--- config.mk ---
export PLATFORM = sky130hd
export DESIGN_NAME = instr_fetch_dispatch_fsm
export DESIGN_NICKNAME = d
export VERILOG_FILES = /design/src/rtl/instr_fetch_dispatch_fsm_pkg.sv /design/src/rtl/instr_decoder.sv /design/src/rtl/instr_fetch_dispatch_fsm.sv
export SDC_FILE = /design/constraint.sdc
export NUM_CORES = 1
export LEC_CHECK = 0
export ABC_AREA = 0
export CAP_MARGIN = 40
export CORE_MARGIN = 4
export CORE_UTILIZATION = 45
export CTS_BUF_LIST = sky130_fd_sc_hd__clkbuf_16
export DETAILED_ROUTE_END_ITERATION = 7
export PLACE_DENSITY = 0.81
export SLEW_MARGIN = 40
export SYNTH_ARGS = -nofsm -noshare
export SYNTH_HDL_FRONTEND = slang
export SYNTH_HIERARCHICAL = 1
export SYNTH_SLANG_ARGS = --single-unit
--- constraint.sdc ---
create_clock -name clk -period 2.2 [get_ports clk]
set_input_delay 0.66 -clock clk [delete_from_list [all_inputs] [get_ports clk]]
set_output_delay 0.66 -clock clk [all_outputs]
set_load 0.02 [all_outputs]
--- src/rtl/instr_fetch_dispatch_fsm_pkg.sv ---
// Shared definitions for the fetch/decode/dispatch controller: state encoding,
// opcode classes, control opcodes and start-vector bit positions.
package instr_fetch_dispatch_fsm_pkg;

    typedef enum logic [2:0] {
        ST_IDLE   = 3'd0,
        ST_FETCH  = 3'd1,
        ST_DECODE = 3'd2,
        ST_EXEC   = 3'd3,
        ST_HALT   = 3'd4
    } state_t;

    // Opcode class lives in opcode[5:4]
    localparam logic [1:0] CLS_ALUREG = 2'b00;
    localparam logic [1:0] CLS_ALUINM = 2'b01;
    localparam logic [1:0] CLS_MOV    = 2'b10;
    localparam logic [1:0] CLS_CTRL   = 2'b11;

    // Control opcodes handled inside the controller itself
    localparam logic [5:0] OP_JMP  = 6'b110000;
    localparam logic [5:0] OP_HALT = 6'b111111;

    // One-hot start vector layout, one bit per downstream execution FSM
    localparam int START_W      = 3;
    localparam int START_ALUREG = 0;
    localparam int START_ALUINM = 1;
    localparam int START_MOV    = 2;

    typedef struct packed {
        logic [1:0]         cls;
        logic [START_W-1:0] start;
        logic               is_jmp;
        logic               is_halt;
        logic               is_illegal;
    } decode_t;

endpackage

--- src/rtl/instr_decoder.sv ---
// Purely combinational opcode decoder: class, one-hot start vector and the
// control-opcode flags (jump, halt, illegal).
module instr_decoder
    import instr_fetch_dispatch_fsm_pkg::*;
(
    input  logic [5:0] opcode,
    output decode_t    dec
);

    // Classify the opcode and select the execution FSM it dispatches to
    always_comb begin
        // NOTE: the whole output is defaulted first so no path through the case can infer a latch.
        dec     = '0;
        dec.cls = opcode[5:4];
        case (opcode[5:4])
            CLS_ALUREG: dec.start[START_ALUREG] = 1'b1;
            CLS_ALUINM: dec.start[START_ALUINM] = 1'b1;
            CLS_MOV:    dec.start[START_MOV]    = 1'b1;
            default: begin
                dec.is_jmp     = (opcode == OP_JMP);
                dec.is_halt    = (opcode == OP_HALT);
                dec.is_illegal = (opcode != OP_JMP) && (opcode != OP_HALT);
            end
        endcase
    end

endmodule

--- src/rtl/instr_fetch_dispatch_fsm.sv ---
// Fetch/decode/dispatch controller. Reads one instruction per PC, presents its
// operands, starts exactly one execution FSM and waits for its done. Jump,
// halt and illegal opcodes are resolved here without dispatching.
module instr_fetch_dispatch_fsm
    import instr_fetch_dispatch_fsm_pkg::*;
#(
    parameter int AW  = 8,
    parameter int OPW = 6,
    parameter int PW  = 6,
    parameter int IW  = 18
) (
    input  logic               clk,
    input  logic               rst,
    input  logic               run,
    output logic [AW-1:0]      pc_addr,
    output logic               mem_req,
    input  logic [IW-1:0]      mem_data,
    input  logic               mem_ready,
    output logic [OPW-1:0]     opcode,
    output logic [PW-1:0]      parameter1,
    output logic [PW-1:0]      parameter2,
    output logic               donefetch,
    output logic [START_W-1:0] start,
    input  logic               exec_done,
    output logic               halted,
    output logic               illegal
);

    state_t         state;
    state_t         next_state;
    logic [AW-1:0]  pc;
    logic [IW-1:0]  ir;
    logic [AW-1:0]  jmp_target;
    decode_t        dec;

    // Operand fields are taken straight from the frozen instruction register
    assign opcode     = ir[IW-1 -: OPW];
    assign parameter1 = ir[2*PW-1 -: PW];
    assign parameter2 = ir[PW-1:0];
    assign pc_addr    = pc;
    assign jmp_target = AW'({parameter1, parameter2});

    instr_decoder u_decoder (
        .opcode (opcode),
        .dec    (dec)
    );

    // State register
    always_ff @(posedge clk or negedge rst) begin
        // NOTE: sequential state uses non-blocking assignments so every register samples pre-edge values.
        if (!rst) begin
            state <= ST_IDLE;
        end else begin
            state <= next_state;
        end
    end

    // Next-state and Moore outputs; run only steers completion into FETCH or IDLE
    always_comb begin
        next_state = state;
        mem_req    = 1'b0;
        donefetch  = 1'b0;
        start      = '0;
        halted     = 1'b0;
        case (state)
            ST_IDLE: begin
                if (run) next_state = ST_FETCH;
            end
            ST_FETCH: begin
                mem_req = 1'b1;
                if (mem_ready) next_state = ST_DECODE;
            end
            ST_DECODE: begin
                donefetch = 1'b1;
                if (dec.cls != CLS_CTRL) begin
                    next_state = ST_EXEC;
                end else if (dec.is_halt) begin
                    next_state = ST_HALT;
                end else begin
                    next_state = run ? ST_FETCH : ST_IDLE;
                end
            end
            ST_EXEC: begin
                donefetch = 1'b1;
                start     = dec.start;
                if (exec_done) next_state = run ? ST_FETCH : ST_IDLE;
            end
            ST_HALT: begin
                halted = 1'b1;
            end
            default: begin
                next_state = ST_IDLE;
            end
        endcase
    end

    // Instruction capture on the ready edge, PC advance or jump in DECODE
    always_ff @(posedge clk or negedge rst) begin
        if (!rst) begin
            pc <= '0;
            ir <= '0;
        end else begin
            if (state == ST_FETCH && mem_ready) ir <= mem_data;
            if (state == ST_DECODE) pc <= dec.is_jmp ? jmp_target : pc + AW'(1);
        end
    end

    // Sticky flag for unknown control opcodes, cleared only by reset
    always_ff @(posedge clk or negedge rst) begin
        if (!rst) begin
            illegal <= 1'b0;
        end else if (state == ST_DECODE && dec.is_illegal) begin
            illegal <= 1'b1;
        end
    end

endmodule

Word level (Yosys, flattened, before mapping)

Cells that the tools add are included.

Bits in registers: 30
Bits in latches: 0
Bits in writable memories: 0
ROM bits: 0
Input bits: 23
Output and inout bits: 33
Word-level logic and storage cells: 44
Memories: 0

Add/subtract/negate cells: 1
$mul: 0
Divide/modulo/power cells: 0
Magnitude comparators: 0
Equality and inequality tests: 14
Shifts and indexed selects: 0
Mux-type cells: 16
Bitwise gates (word level): 1
Reductions and logical operators: 8

Operator list:

| operator              | number |
|---|---|
| $mux W3               | 7 |
| $pmux W3 S5           | 1 |
| $eq A6 B6 Y1 const B  | 2 |
| $ne A6 B6 Y1 const B  | 2 |
| $add A8 B1 Y8 const B | 1 |
| $mux W8               | 1 |
| $ne A2 B2 Y1 const B  | 4 |
| $mux W1               | 7 |
| $eq A3 B2 Y1 const B  | 2 |
| $reduce_and A4 Y1     | 1 |
| $eq A3 B1 Y1 const B  | 1 |
| $eq A3 B3 Y1 const B  | 1 |
| $logic_and A1 B1 Y1   | 3 |
| $logic_not A3 Y1      | 1 |
| $reduce_or A3 Y1      | 1 |
| $eq A2 B1 Y1 const B  | 1 |
| $eq A2 B2 Y1 const B  | 1 |
| $logic_not A2 Y1      | 1 |
| $reduce_or A2 Y1      | 1 |
| $not A1 Y1            | 1 |

Logic depth before layout (Yosys ltp)

Gate-level depths: netlist (run 1).

Depth in word-level cells: 6
Depth in mapped cells: 7

Cells and area by module

The synthesis (run 1) kept the hierarchy.

Modules (own cells, without submodules):

| module                   | instances | cells each | area an instance (um^2) |
|---|---|---|---|
| instr_fetch_dispatch_fsm | 1         | 125        | 1564.0 |
| instr_decoder            | 1         | 11         | 71.3 |

Worst setup path before layout (run 1)

Ideal clock, no wire load.

Path type: reg-to-output
Start: reg state[1]
End: out halted
Arrival time: 1.157 ns
Data required time: 1.540 ns
Path slack: 0.383 ns
Stages on the path, launching flop included: 3
Path through: dfrtp_1 clkbuf_1 nor3b_1

Word-level cells in the longest chain between the ends: 2

Ends and longest elaborated chain:

| element                | RTL line                       | source |
|---|---|---|
| from (decl)            | instr_fetch_dispatch_fsm.sv:29 | `state_t state;` |
| from (signal assigned) | instr_fetch_dispatch_fsm.sv:54 | `state <= next_state;` |
| $eq A3 B3 Y1           | instr_fetch_dispatch_fsm.sv:65 | `case (state)` |
| $mux W1                | instr_fetch_dispatch_fsm.sv:65 |  |
| to (decl)              | instr_fetch_dispatch_fsm.sv:25 | `output logic halted,` |

Every way passes these cells.

Worst setup path in the final report (run 1)

Start: reg state[0]
End: out start[2]

Word-level cells in the longest chain between the ends: 2

Ends and longest elaborated chain:

| element      | RTL line                       | source |
|---|---|---|
| $eq A3 B2 Y1 | instr_fetch_dispatch_fsm.sv:65 |  |
| $mux W3      | instr_fetch_dispatch_fsm.sv:65 |  |
| to (decl)    | instr_fetch_dispatch_fsm.sv:23 | `output logic [START_W-1:0] start,` |

Every way passes these cells.

==> key figures, run 1 <==
Layout
  • Fill count: around 260
  • Layout cells sized above 1: roughly a quarter
  • Core Util, Final: 69.8%
  • Fin cells: about 250
  • Nets: 223
  • Post-route cell area: between 2000 and 2500 um^2
  • Syn-to-layout area delta: 45.8%
  • N_diodes: 0

Synth
  • Ys flop type: dfrtp_1
  • #FFs+latches synth: 30
  • Sequential fraction of the synthesis area: 45.9%
  • Ys Warns: 6
  • EDFF count, synth: 0
  • Syn Inst Count: around 140
  • Yosys cell types: 42
  • Syn nets: 160
  • Ys async rst share: 100%
  • Largest area contributor in the netlist: dfrtp_1
  • Top cell type's share of synthesized area: between 40 and 50%
  • Post-Syn Area per Cell: between 10 and 15 um^2
  • Main area contributors after synthesis: dfrtp_1 (46%), mux2_4 (9.2%), mux2_2 (6.2%)
  • Syn Std Cell Area: 1640 um^2

STA
  • Hold Vio Cnt, Final: 0
  • Post-route setup slack: about 0.098 ns
  • Final Max Slew Viols: 0
  • Slew HR: between 60% and 70%
  • Min Clock Period, post-route: about 2.1 ns
  • Worst-Margin Slew: 0.552 ns
  • FMAX: 0.476 GHz
  • RSZ-0062 raised after global routing: false
  • Crit share post-route: between 90 and 100%
  • Clock skew: roughly 0.0059 ns
  • Setup violators final: 0

Clocking
  • Clock sink total: 30
  • CTS H-Tree Depth: 2
  • Post-CTS Setup Inserts: 0
  • Clk_lat worst skew: approximately 0.27 ns
  • CTS buffer count: 5
  • Clock Tree Buf Depth: 2
  • Post-cts resize count: 8
  • CTS root buf: clkbuf_16
  • Cts hold-fix bufs: 0
  • Clock slew at reported path FFs: 0.05 ns
  • CTS tree: built

Detailed routing
  • DR WL/cell: roughly 16 um
  • Post-route ant nets: 0
  • Via density: approximately 5.3
  • Total vias in the final route: 1298
  • Routed WL: 3970 um
  • # DRC: 0
  • Drt first-iter violations: 47
  • Pre-antenna DRT Iters: 4

GRT
  • Total global routing overflow: 0
  • Busiest layer in global routing: met2
  • Largest net degree at the start of global routing: 31
  • GRT met3 Usage: under 10%
  • Antenna violations before repair: 0
  • Tot GR Track Use: between 10% and 20%
  • Met2 Use GR: 32.1%
  • Vias in the first global route: about 1300
  • Met1 Use GR: a little under a quarter
  • First-pass GRT wire length: 6420 um

Power and ir drop
  • Net Sw Frac: a little under two fifths
  • Clk pwr share: 17.9%
  • P_int: between 2 and 2.5 mW
  • Power Total: around 3.5 mW
  • Sw power: between 1 and 1.5 mW
  • Peak VDD IR: between 0.8 and 0.9 mV
  • Pwr Density: roughly 1500 nW/um^2
  • Part of the power in registers: 31.2%
  • Leakage power total: just over 1 nW
  • Combinational power share: 50.9%

Placed design
  • Placed cells: ~240
  • Place WS: -0.00802 ns
  • Dpl cell area: approximately 2300 um^2
  • IO buf count: 55
  • Final HPWL DP: between 2000 and 3000 um
  • Placer Congestion: 0.742

Critical path
  • Worst setup SP type: flop
  • Data arrival, critical path: 1.44 ns
  • CP Class: flop to primary output
  • WP data required: 1.54 ns
  • R2r startpoint: ir[12]$_DFFE_PN0P_
  • Critical Path Fanout Max: 7
  • CP endpoint kind: primary output
  • Reg2reg setup slack: between 0.4 and 0.5 ns
  • CP startpoint: state[0]$_DFFE_PN0P_
  • Reg2Reg Depth: 5
  • FF-to-FF End: pc_addr[3]$_DFFE_PN0P_
  • Critical path destination: start[2]

Hold path
  • Hold Crit Class: flop to flop

Floorplanning
  • Initial core utilization: ~48%
  • Die width: 68.3 um
  • Ports: 56
  • Row count: 21
  • Core ar.: between 3000 and 4000 um^2
  • Die area: 4660 um^2
  • Die H: between 60 and 70 um

Status
  • Status: finished, final reports clean

Flow run
  • Max-Cap Viols: 0
critical path: stages, from the launching register on:
cell and delay [ns]:
dfrtp_2 0.45, and2b_2 0.22, and3_1 0.18, dlygate4sd2_1 0.32
stage by stage:
step                      hold slack, ns  TNS (ns)
after floorplan                    0.364         0
after global placement             0.441         0
after detailed placement           0.444  -0.00802
after CTS                          0.455         0
after global routing               0.462         0
final                              0.453         0
worst min path at each step:
stage / startpoint / cells past startpoint / slack [ns] / end
3_3_place_gp: illegal$_DFFE_PN0P_ / 1 / 0.44 / illegal$_DFFE_PN0P_
2_1_floorplan: rst / 0 / 0.36 / illegal$_DFFE_PN0P_
3_5_place_dp: illegal$_DFFE_PN0P_ / 1 / 0.44 / illegal$_DFFE_PN0P_
4_1_cts: illegal$_DFFE_PN0P_ / 1 / 0.45 / illegal$_DFFE_PN0P_
5_1_grt: illegal$_DFFE_PN0P_ / 1 / 0.46 / illegal$_DFFE_PN0P_
6_report: illegal$_DFFE_PN0P_ / 1 / 0.45 / illegal$_DFFE_PN0P_
per-layer routing:
layer | part of all wire [%] | up-vias
met3 | 4.9 | 6
met1 | 42 | 640
met5 | 0 | -
li1 | - | 613
met4 | 1.4 | 0
met2 | 52 | 39
area by class of cell:
| class | count | area (um^2) | share of cell area (%) |
|---|---|---|---|
| clock buffer | 5 | 125 | 5.25 |
| clock inverter | 3 | 12.5 | 0.525 |
| inverter | 1 | 3.75 | 0.157 |
| multi-input combinational | 97 | 810 | 33.9 |
| sequential | 30 | 753 | 31.6 |
| tap | 46 | 57.6 | 2.41 |
| timing repair buffer | 64 | 623 | 26.1 |
cell usage in the layout (no fill, tap or decap), types with 2 or more instances in the layout:
| cell | instances |
|---|---|
| and2_1 | 2 |
| nand2_1 | 6 |
| buf_4 | 8 |
| a211oi_1 | 2 |
| inv_1 | 2 |
| o21ai_1 | 2 |
| nand4_1 | 2 |
| nand3_1 | 2 |
| clkbuf_16 | 5 |
| dfrtp_2 | 2 |
| dlygate4sd2_1 | 6 |
| mux2i_1 | 4 |
| and4_1 | 3 |
| mux2_2 | 9 |
| nand3b_1 | 3 |
| dfrtp_1 | 28 |
| nand2b_1 | 6 |
| nor3_2 | 2 |
| nor2_1 | 7 |
| a22o_1 | 2 |
| nor2b_1 | 5 |
| mux2_4 | 10 |
| nor3b_1 | 2 |
| and3_1 | 5 |
| and2b_2 | 2 |
| a21oi_1 | 6 |
| clkdlybuf4s50_1 | 49 |
logic make-up after synthesis:
logic type	count (synthesis)	synth area share, %
compound gates	21	8.80
simple gates	52	22.1
flops	30	45.9
buf+inv	9	4.59
mux	23	17.8
fa+ha+maj	1	0.765
cell usage after synthesis (2+ instances only):
cell and number:
and2b_2 2, nor2_1 7, nor3_2 2, nor2b_1 5, mux2_2 9, dfrtp_1 30
a211oi_1 2, o21ai_1 2, buf_4 2, and4_1 3, and2_1 2, buf_2 2
nand3_1 2, nand4_1 2, mux2i_1 4, and3_1 5, nand2b_1 6, mux2_4 10
nand2_1 6, a21oi_1 6, a22o_1 2, buf_6 2, nor3b_1 2, nand3b_1 3
power by group through the flow:
stage	clock [mW]	sequential (mW)	combinational (mW)
6_report	0.633	1.10	1.80
5_1_grt	0.669	1.15	1.92
4_1_cts	0.646	1.10	1.82
3_5_place_dp	0	1.09	1.82
3_3_place_gp	0	1.07	1.77
2_1_floorplan	0	1.28	0.879
sequential cells by signal (all words and copies together) (netlist names):
register	count
state	3
ir	18
illegal	1
pc_addr	8
No activity file was read; power rests on OpenSTA's default activity.
==> run 2: changes to the inputs <==
- CORE_UTILIZATION: 45 -> 41
- PLACE_DENSITY: 0.81 -> 0.78
- clock period: 2.2 -> 1.9 ns (I/O delays scaled with it)
==> key figures, run 2 (synthesized netlist as in run 1, its figures left out) <==
Status
  • Status: finished, final reports clean

Clocking
  • Clock slew at reported path FFs: around 0.050 ns
  • Cts hold-fix bufs: 0
  • CTS root buf: clkbuf_16
  • Post-CTS Setup Inserts: 0
  • CTS buffer count: 5
  • Clk_lat worst skew: 0.28 ns
  • Clock sink total: 30
  • CTS tree: built
  • CTS H-Tree Depth: 2
  • Clock Tree Buf Depth: 2

Layout
  • Most frequent cells in the layout: clkdlybuf4s50_1 (35), dfrtp_1 (30), buf_4 (16), mux2_4 (10), mux2_2 (9)
  • Fill count: 290
  • Max reg flops: 18
  • Nets: roughly 230
  • Syn-to-layout area delta: 53.0%
  • Commonest non-fill, non-tap cell in the layout: clkdlybuf4s50_1
  • N_diodes: 0
  • Layout cells sized above 1: 29.8%
  • Top reg by flops: ir

Critical path
  • Critical Path Fanout Max: 4
  • Worst setup SP type: flop
  • Cell chain of the critical path: clkdlybuf4s50_1
  • Buf/Inv on CP: 1
  • Slowest stage delay, CP: 0.63 ns
  • CP endpoint kind: primary output
  • CP delay by family, top: buffers and inverters
  • CP Class: flop to primary output
  • Data arrival, critical path: roughly 1.3 ns
  • Slowest cell on crit path: clkdlybuf4s50_1
  • WP data required: between 1 and 1.5 ns

Flow run
  • Max-Cap Viols: 0

STA
  • Min Clock Period, post-route: ~1.9 ns
  • Setup TNS: 0 ns
  • Clock skew: roughly 0.0027 ns
  • Final Max Slew Viols: 0
  • FMAX: 0.533 GHz
  • Hold Vio Cnt, Final: 0
  • Worst-Margin Slew: between 0.4 and 0.5 ns
  • Crit share post-route: 98.8%
  • Slew HR: between 60% and 70%
  • Setup violators final: 0

Placed design
  • Placer Congestion: a little under 0.8
  • Final HPWL DP: 2910 um
  • IO buf count: 55

Floorplanning
  • Core ar.: ~3700 um^2
  • Die area: slightly above 5000 um^2
  • Ports: between 50 and 60
  • Initial core utilization: between 40% and 50%
  • Die width: between 70 and 80 um
  • Die H: about 71 um
  • Row count: 22

Detailed routing
  • Post-route ant nets: 0
  • DR WL/cell: between 15 and 20 um
  • Total vias in the final route: approximately 1400
  • Drt first-iter violations: 85
  • # DRC: 0
  • Via density: 5.30
  • Routed WL: ~4100 um
  • Pre-antenna DRT Iters: 4

GRT
  • Tot GR Track Use: around 17%
  • First-pass GRT wire length: between 6000 and 7000 um
  • Antenna violations before repair: 0
  • Vias in the first global route: between 1000 and 1500
  • Total global routing overflow: 0
  • Largest net degree at the start of global routing: 31

Hold path
  • Hold Crit Class: flop to flop

Power and ir drop
  • Pwr Density: around 1800 nW/um^2
  • Leakage power total: 1.17 nW
  • Peak VDD IR: between 0.8 and 0.9 mV
  • Power Total: 4.41 mW
==> run 2: through the flow <==
stage	hold slack, ns	utilization [%]	worst slack (ns)	instance area [um^2]	cells
floorplan	0.274	-	0.155	1640	136
global placement	0.465	61.8	-0.137	2310	248
detailed placement	0.472	61.8	-0.168	2310	248
CTS	0.483	66.5	0.00247	2490	256
global route	0.496	66.8	-0.00901	2500	256
finish	0.480	66.8	0.0222	2500	256
==> run 2: worst paths after layout <==
check	from	to	slack, ns	depth (start not counted)
worst max-delay path	pc_addr[7]$_DFFE_PN0P_	pc_addr[7]	0.02	1
worst min-delay path	illegal$_DFFE_PN0P_	illegal$_DFFE_PN0P_	0.48	1
worst max register to register	ir[12]$_DFFE_PN0P_	pc_addr[3]$_DFFE_PN0P_	0.15	5
worst min register to register	illegal$_DFFE_PN0P_	illegal$_DFFE_PN0P_	0.48	1
max in group asynchronous	rst	ir[6]$_DFFE_PN0P_	0.94	2
min in group asynchronous	rst	ir[15]$_DFFE_PN0P_	0.68	2
==> run 2: cell type report <==
cell class / instances / area (um^2) / share of cell area [%]
multi-input combinational: 97 / 823 / 32.9
sequential: 30 / 751 / 30.0
timing repair buffer: 72 / 676 / 27.0
clock buffer: 5 / 125 / 5.00
clock inverter: 3 / 63.8 / 2.55
tap: 48 / 60.1 / 2.40
inverter: 1 / 3.75 / 0.150
==> run 2: routing by layer <==
layer	vias up	share of wire [%]	track usage [%]
met3	7	6.5	6.68
met2	39	51	27.2
met1	681	41	21.9
met5	-	0	0
met4	0	1.3	6.26
li1	630	-	-
==> run 2: repair_timing <==
| item | in CTS | in global routing |
|---|---|---|
| setup endpoints to repair | 13 | 12 |
| gates cloned | 0 | 0 |
| resized for setup | 28 | 12 |
| hold endpoints to repair | 0 | 0 |
==> run 2: power breakdown <==
part	leakage (nW)	switching, mW	internal (mW)
Clock	0.0915	0.283	0.746
Combinational	0.723	1.01	1.13
Sequential	0.356	0.311	0.927
Total	1.17	1.60	2.81
==> RTL edit 1: new RTL, settings of run 1 <==
Re-encode `state_t` (5 states) as one-hot, 5 bits wide.
--- a/src/rtl/instr_fetch_dispatch_fsm_pkg.sv
+++ b/src/rtl/instr_fetch_dispatch_fsm_pkg.sv
@@ -3,10 +3,10 @@
 package instr_fetch_dispatch_fsm_pkg;
 
-    typedef enum logic [2:0] {
-        ST_IDLE   = 3'd0,
-        ST_FETCH  = 3'd1,
-        ST_DECODE = 3'd2,
-        ST_EXEC   = 3'd3,
-        ST_HALT   = 3'd4
+    typedef enum logic [4:0] {
+        ST_IDLE   = 5'b00001,
+        ST_FETCH  = 5'b00010,
+        ST_DECODE = 5'b00100,
+        ST_EXEC   = 5'b01000,
+        ST_HALT   = 5'b10000
     } state_t;
 
Behaviour: same outputs for any inputs over 10 cycles, from zero or initial values and one cycle with rst low; not proved beyond that.
==> RTL edit 1 against run 1 <==
Combinational power shrank 16%; cell count grew 8.5%; worst hold slack gained 0.0072 ns; count of clock-buffer cells in the layout is the same; power shrank 8.5%; sequential cell count grew 2; final area grew 2.9%; synthesized area grew 1.3%; wire length grew 7.6%; die area grew 1.1%; setup slack lost 0.026 ns; clock power grew 3.9%; via count grew 12%.
==> RTL edit 1: results (changes against run 1) <==
The placer congestion estimate is 0.9011 (+21%). The number of placed instances, taps included is 259 (+8.8%). The detailed-route wire length per cell is 16.00 um (-0.88%). The count of distinct cell types in the synthesized netlist came out at 39 (-7.1%). The critical-path maximum fanout was 5 (-2).

The internal power came out at 0.002055 W (-6.0%). The global-route wire length before repair came out at 6900 um (+7.4%). The ratio of cells with drive above 1 in the final layout was 24.43% (+0.43 points). The tightest hold margin came out at 0.4600 ns (+0.007239 ns). The arrival time of the worst setup path came out at 1.47 ns (+0.03 ns). The cell count of the worst hold path came out at 1 (unchanged). By area the synthesized netlist is led by dfrtp_1, mux2_4, mux2_2, o21ai_0, and3_1.

The worst-case setup margin in the final layout is 0.07244 ns (-0.02578 ns). The run finished with clean final reports. The worst reg2reg path depth is 6 (+1). The met3 wire length came out at 308 um (+57%). The worst register-to-register path begins at state[4]. The count of placed standard cells in the final layout, fillers left out was 267 (+8.5%). By count the netlist is led by dfrtp_1, o21ai_0, nor2_1. The total number of vias came out at 1448 (+12%). The number of nets produced by synthesis came out at 177 (+11%). The amount of wire on met2 after detailed routing came out at 2157 um (+4.7%).

The peak supply drop came out at 0.7800 mV (-3.1%). The remaining max-slew budget at the tightest pin came out at 72.14% (+9.0 points). The detailed-router iteration count before antenna repair came to 5 (+1).

The static leakage power came out at 1.106 nW (+7.0%). In this run the critical register-to-register path is captured at state[0]. The flop-to-flop setup slack is 0.48 ns. The worst-case setup slack after placement came out at -0.09845 ns (-0.09043 ns).

The combinational power share came out at 47.0% (-3.9 points). The total number of nets in the final design came out at 244 (+9.4%). The post-DP HPWL is 3024 um (+5.4%). The overall track demand over capacity in global routing came out at 20.12% (+0.86 points).

The wire length on met1 is 1727 um (+4.4%). The average instance area after synthesis came out at 10.83 um^2 (-10%). The number of DRC markers after the initial detailed-route iteration came to 87 (+85%). The share of total power in the clock network came out at 20.3% (+2.4 points).

The setup skew after layout came out at 0.004064 ns (-0.001816 ns). The placement-stage cell area is 2308 um^2 (+2.5%). The maximum number of pins on one net before global-route repair came to 33 (+6.5%).

The number of resized instances in the post-cts repair step came out at 12 (+4). The part of the Yosys area used for sequential elements is 48.41% (+2.5 points). The number of global-route vias before repair is 1496 (+14%).
==> RTL edit 1: cell count changes after synthesis, moves of 3 or more <==
cell | run 1 | this run
nand3b_1 | 3 | 0
o21ai_0 | 1 | 13
nor3_1 | 0 | 5
mux2i_1 | 4 | 1
nor2_1 | 7 | 11
nand2b_1 | 6 | 0
and4_1 | 3 | 0
nand2_1 | 6 | 9
inv_1 | 1 | 5
==> RTL edit 1: per-layer routing <==
metal	vias to the layer above	GRT usage (%)
li1	684	-
met1	687	24.13
met2	67	33.49
met3	10	6.645
met4	0	7.196
met5	-	0
==> RTL edit 1: how the worst max path moves through the flow <==
| stage | slack, ns | cells after the start | end | from |
|---|---|---|---|---|
| floorplan | 0.23 | 4 | donefetch | state[1] |
| global placement | -0.02 | 6 | state[0] | mem_ready |
| detailed placement | -0.1 | 6 | state[0] | mem_ready |
| CTS | 0.01 | 4 | start[1] | state[1] |
| global route | -0.02 | 5 | donefetch | state[1] |
| finish | 0.07 | 4 | start[0] | state[1] |
==> RTL edit 1: final cells by class <==
class | count | area, um^2
Clock inverter | 3 | 18.77
Inverter | 5 | 18.77
Sequential cell | 32 | 802.0
Multi-Input combinational cell | 110 | 807.0
Timing Repair Buffer | 66 | 624.3
Fill cell | 263 | 988.4
Clock buffer | 5 | 125.1
Tap cell | 46 | 57.56
==> RTL edit 1: worst max-delay path, stage by stage (launching register included) <==
cell and delay (ns):
dfrtp_1 0.40, nor3_2 0.21, buf_4 0.15, and3_1 0.14
clkdlybuf4s15_1 0.30
==> RTL edit 1: cell families after synthesis <==
kind of cell	Yosys count	synth area share [%]
buffers and inverters	11	3.474
adders and majority gates	1	0.7552
and+or+nand+nor	56	19.11
muxes	19	14.88
DFF	32	48.41
AOI/OAI and AO/OA	34	13.37
==> RTL edit 2: new RTL, config.mk and constraints of run 1 <==
Without the edit above. Change the parameter `IW` from 18 to 36.
--- a/src/rtl/instr_fetch_dispatch_fsm.sv
+++ b/src/rtl/instr_fetch_dispatch_fsm.sv
@@ -8,5 +8,5 @@
     parameter int OPW = 6,
     parameter int PW  = 6,
-    parameter int IW  = 18
+    parameter int IW  = 36
 ) (
     input  logic               clk,
Interface: changed (resized mem_data); port bits go from 56 to 74. No check against the original RTL was run, so the function may have changed too.
==> RTL edit 2 against run 1 <==
Via count decreased by 2.6%; sequential cell count unchanged; cell count decreased by 2.4%; final area decreased by 2.5%; core utilization decreased by 0.69 points; clock power about the same; global-route usage decreased by 1.3 points; first-iteration DRC count increased by 40%; wire length decreased by 4.9%; synthesized area decreased by 3.3%; synthesized cell count decreased by 4.4%; power decreased by 1.2%; setup slack improved by 0.0033 ns.
==> RTL edit 2: results (changes against run 1) <==
The critical-path maximum fanout came out at 4 (-3). The flow ran to the end, and the final reports show no timing, DRC or antenna violations. The post-synthesis cell count is 130 (-4.4%). The arrival time of the worst setup path came out at 1.44 ns (about the same). The part of the Yosys area used for sequential elements is 47.47% (+1.6 points). The ratio of cells with drive above 1 in the final layout is 20.62% (-3.4 points). The number of nets produced by synthesis is 172 (+7.5%).

The number of DRC markers after the initial detailed-route iteration came out at 66 (+40%). The count of placed standard cells in the final layout, fillers left out is 240 (-2.4%). By area the synthesized netlist is led by dfrtp_1, mux2_4, mux2_2, mux2i_1, nor2_1. The number of levels the H-tree was split into came out at 2 (unchanged). The setup skew after layout was 0.007155 ns (+0.001274 ns).

The number of flip-flops under the largest register name is 18 (unchanged). The peak supply drop came out at 0.8293 mV (+3.0%). The source-to-sink clock delay at the later pin of the worst-skew pair is 0.28 ns. The number of placed instances, taps included came out at 232 (-2.5%). The post-DP HPWL is 2858 um (-0.38%). The maximum number of pins on one net before global-route repair is 31 (unchanged).

The diode insertion count for antenna repair is 0 (unchanged). The worst hold path begins at illegal. The worst-case setup slack after placement came to 0.1260 ns (+0.1340 ns). The largest register by flop count is ir.

The global-route wire length before repair was 5927 um (-7.7%). The detailed-router iteration count before antenna repair came out at 4 (unchanged). The yosys synthesis warning count is 6 (unchanged). Grouping stages by cell kind, the critical path spends the most delay in flip-flops.

The placer congestion estimate came to 0.8436 (+14%). The remaining max-slew budget at the tightest pin is 62.10% (-1.1 points). The most common flop cell mapped by yosys is dfrtp_1. The slowest stage of the critical path is the dfrtp_1 cell. The type of the tightest min-delay check is reg2reg. The startpoint identified for the worst register-to-register timing path is ir[30]. The overall track demand over capacity in global routing came to 18.01% (-1.3 points). The total negative slack came out at 0 ns (unchanged). After synthesis, the most frequently instantiated cells are dfrtp_1, mux2_4, nor2_1, mux2_2. The async set or reset register ratio after synthesis is 100.0% (unchanged).

The count of distinct cell types in the synthesized netlist was 41 (-2.4%). The number of global-route vias before repair is 1272 (-3.4%). The clock-pin transition on the worst setup and hold timing paths is 0.05 ns (about the same). The detailed-route wire length per cell is 15.74 um (-2.5%). The post-detailed-route via-to-cell ratio is 5.267 (-0.18%).

Clock tree synthesis selected as its root buffer the cell clkbuf_16. The TritonCTS buffer count is 5 (unchanged). The static leakage power is 0.9913 nW (-4.1%). The count of input and output buffers was 55 (unchanged). The buffer levels on the longest clock path is 2 (unchanged). The most critical setup path has its startpoint at state[0]. The worst stage delay on the critical path is 0.43 ns (-0.02 ns). The initial antenna violation count came out at 0 (unchanged).
RTL edit 2: final timing paths:
| check | depth (start not counted) | slack (ns) | to |
|---|---|---|---|
| setup / recovery | 3 | 0.10 | start[1] |
| hold / removal | 1 | 0.49 | illegal |
| setup reg to reg | 6 | 0.52 | pc_addr[4] |
| hold reg to reg | 1 | 0.49 | illegal |
| max in group asynchronous | 2 | 1.16 | ir[35] |
| min in group asynchronous | 2 | 0.76 | pc_addr[2] |
RTL edit 2: cell type report:
class                   count  area, um^2
repair buffers             63       615.6
clock buffers               5       125.1
well taps                  46       57.56
multi-input cells          92       760.7
clock inverters             3       11.26
flip-flops and latches     30       750.7
inverters                   1       3.754
fillers                   277        1039
RTL edit 2: kinds of logic after synthesis:
logic type / count (synthesis) / share of synthesized area, %
buffers and inverters: 8 / 4.429
adders and majority gates: 1 / 0.7910
AOI/OAI and AO/OA: 24 / 10.29
muxes: 22 / 17.72
DFF: 30 / 47.47
and+or+nand+nor: 45 / 19.30
RTL edit 2: repair_timing:
action,4_1_cts,5_1_grt
setup buffers,0,0
gates resized for setup,6,0
endpoints found under the setup margin,6,0
hold buffers,0,0
RTL edit 2: report_power, final:
group	leakage (nW)	internal, W	switching [W]
clock	0.0663	0.000405	0.000227
combinational	0.571	0.000951	0.000821
sequential	0.354	0.000800	0.000289
RTL edit 2: metal layers:
layer  up-vias  part of all wire [%]  GRT usage, %
met5         -                     0             0
met4         0                   2.9         10.38
met3        14                   5.6         5.990
met2        43                    51         29.33
met1       605                    41         20.62
li1        602                     -             -
RTL edit 2: stage by stage:
stage / util [%] / instance area, um^2
after floorplan: - / 1582
after global placement: 65.29 / 2196
after detailed placement: 65.29 / 2196
after CTS: 69.12 / 2325
after global routing: 69.12 / 2325
final: 69.12 / 2325
RTL edit 2: worst reg2reg max path, stage by stage, from the launching register on:
cell and delay, ns:
dfrtp_1 0.42, nor4_2 0.33, nor2b_1 0.17, buf_4 0.22, nand4b_1 0.15, o21ai_0 0.10, a22o_1 0.19
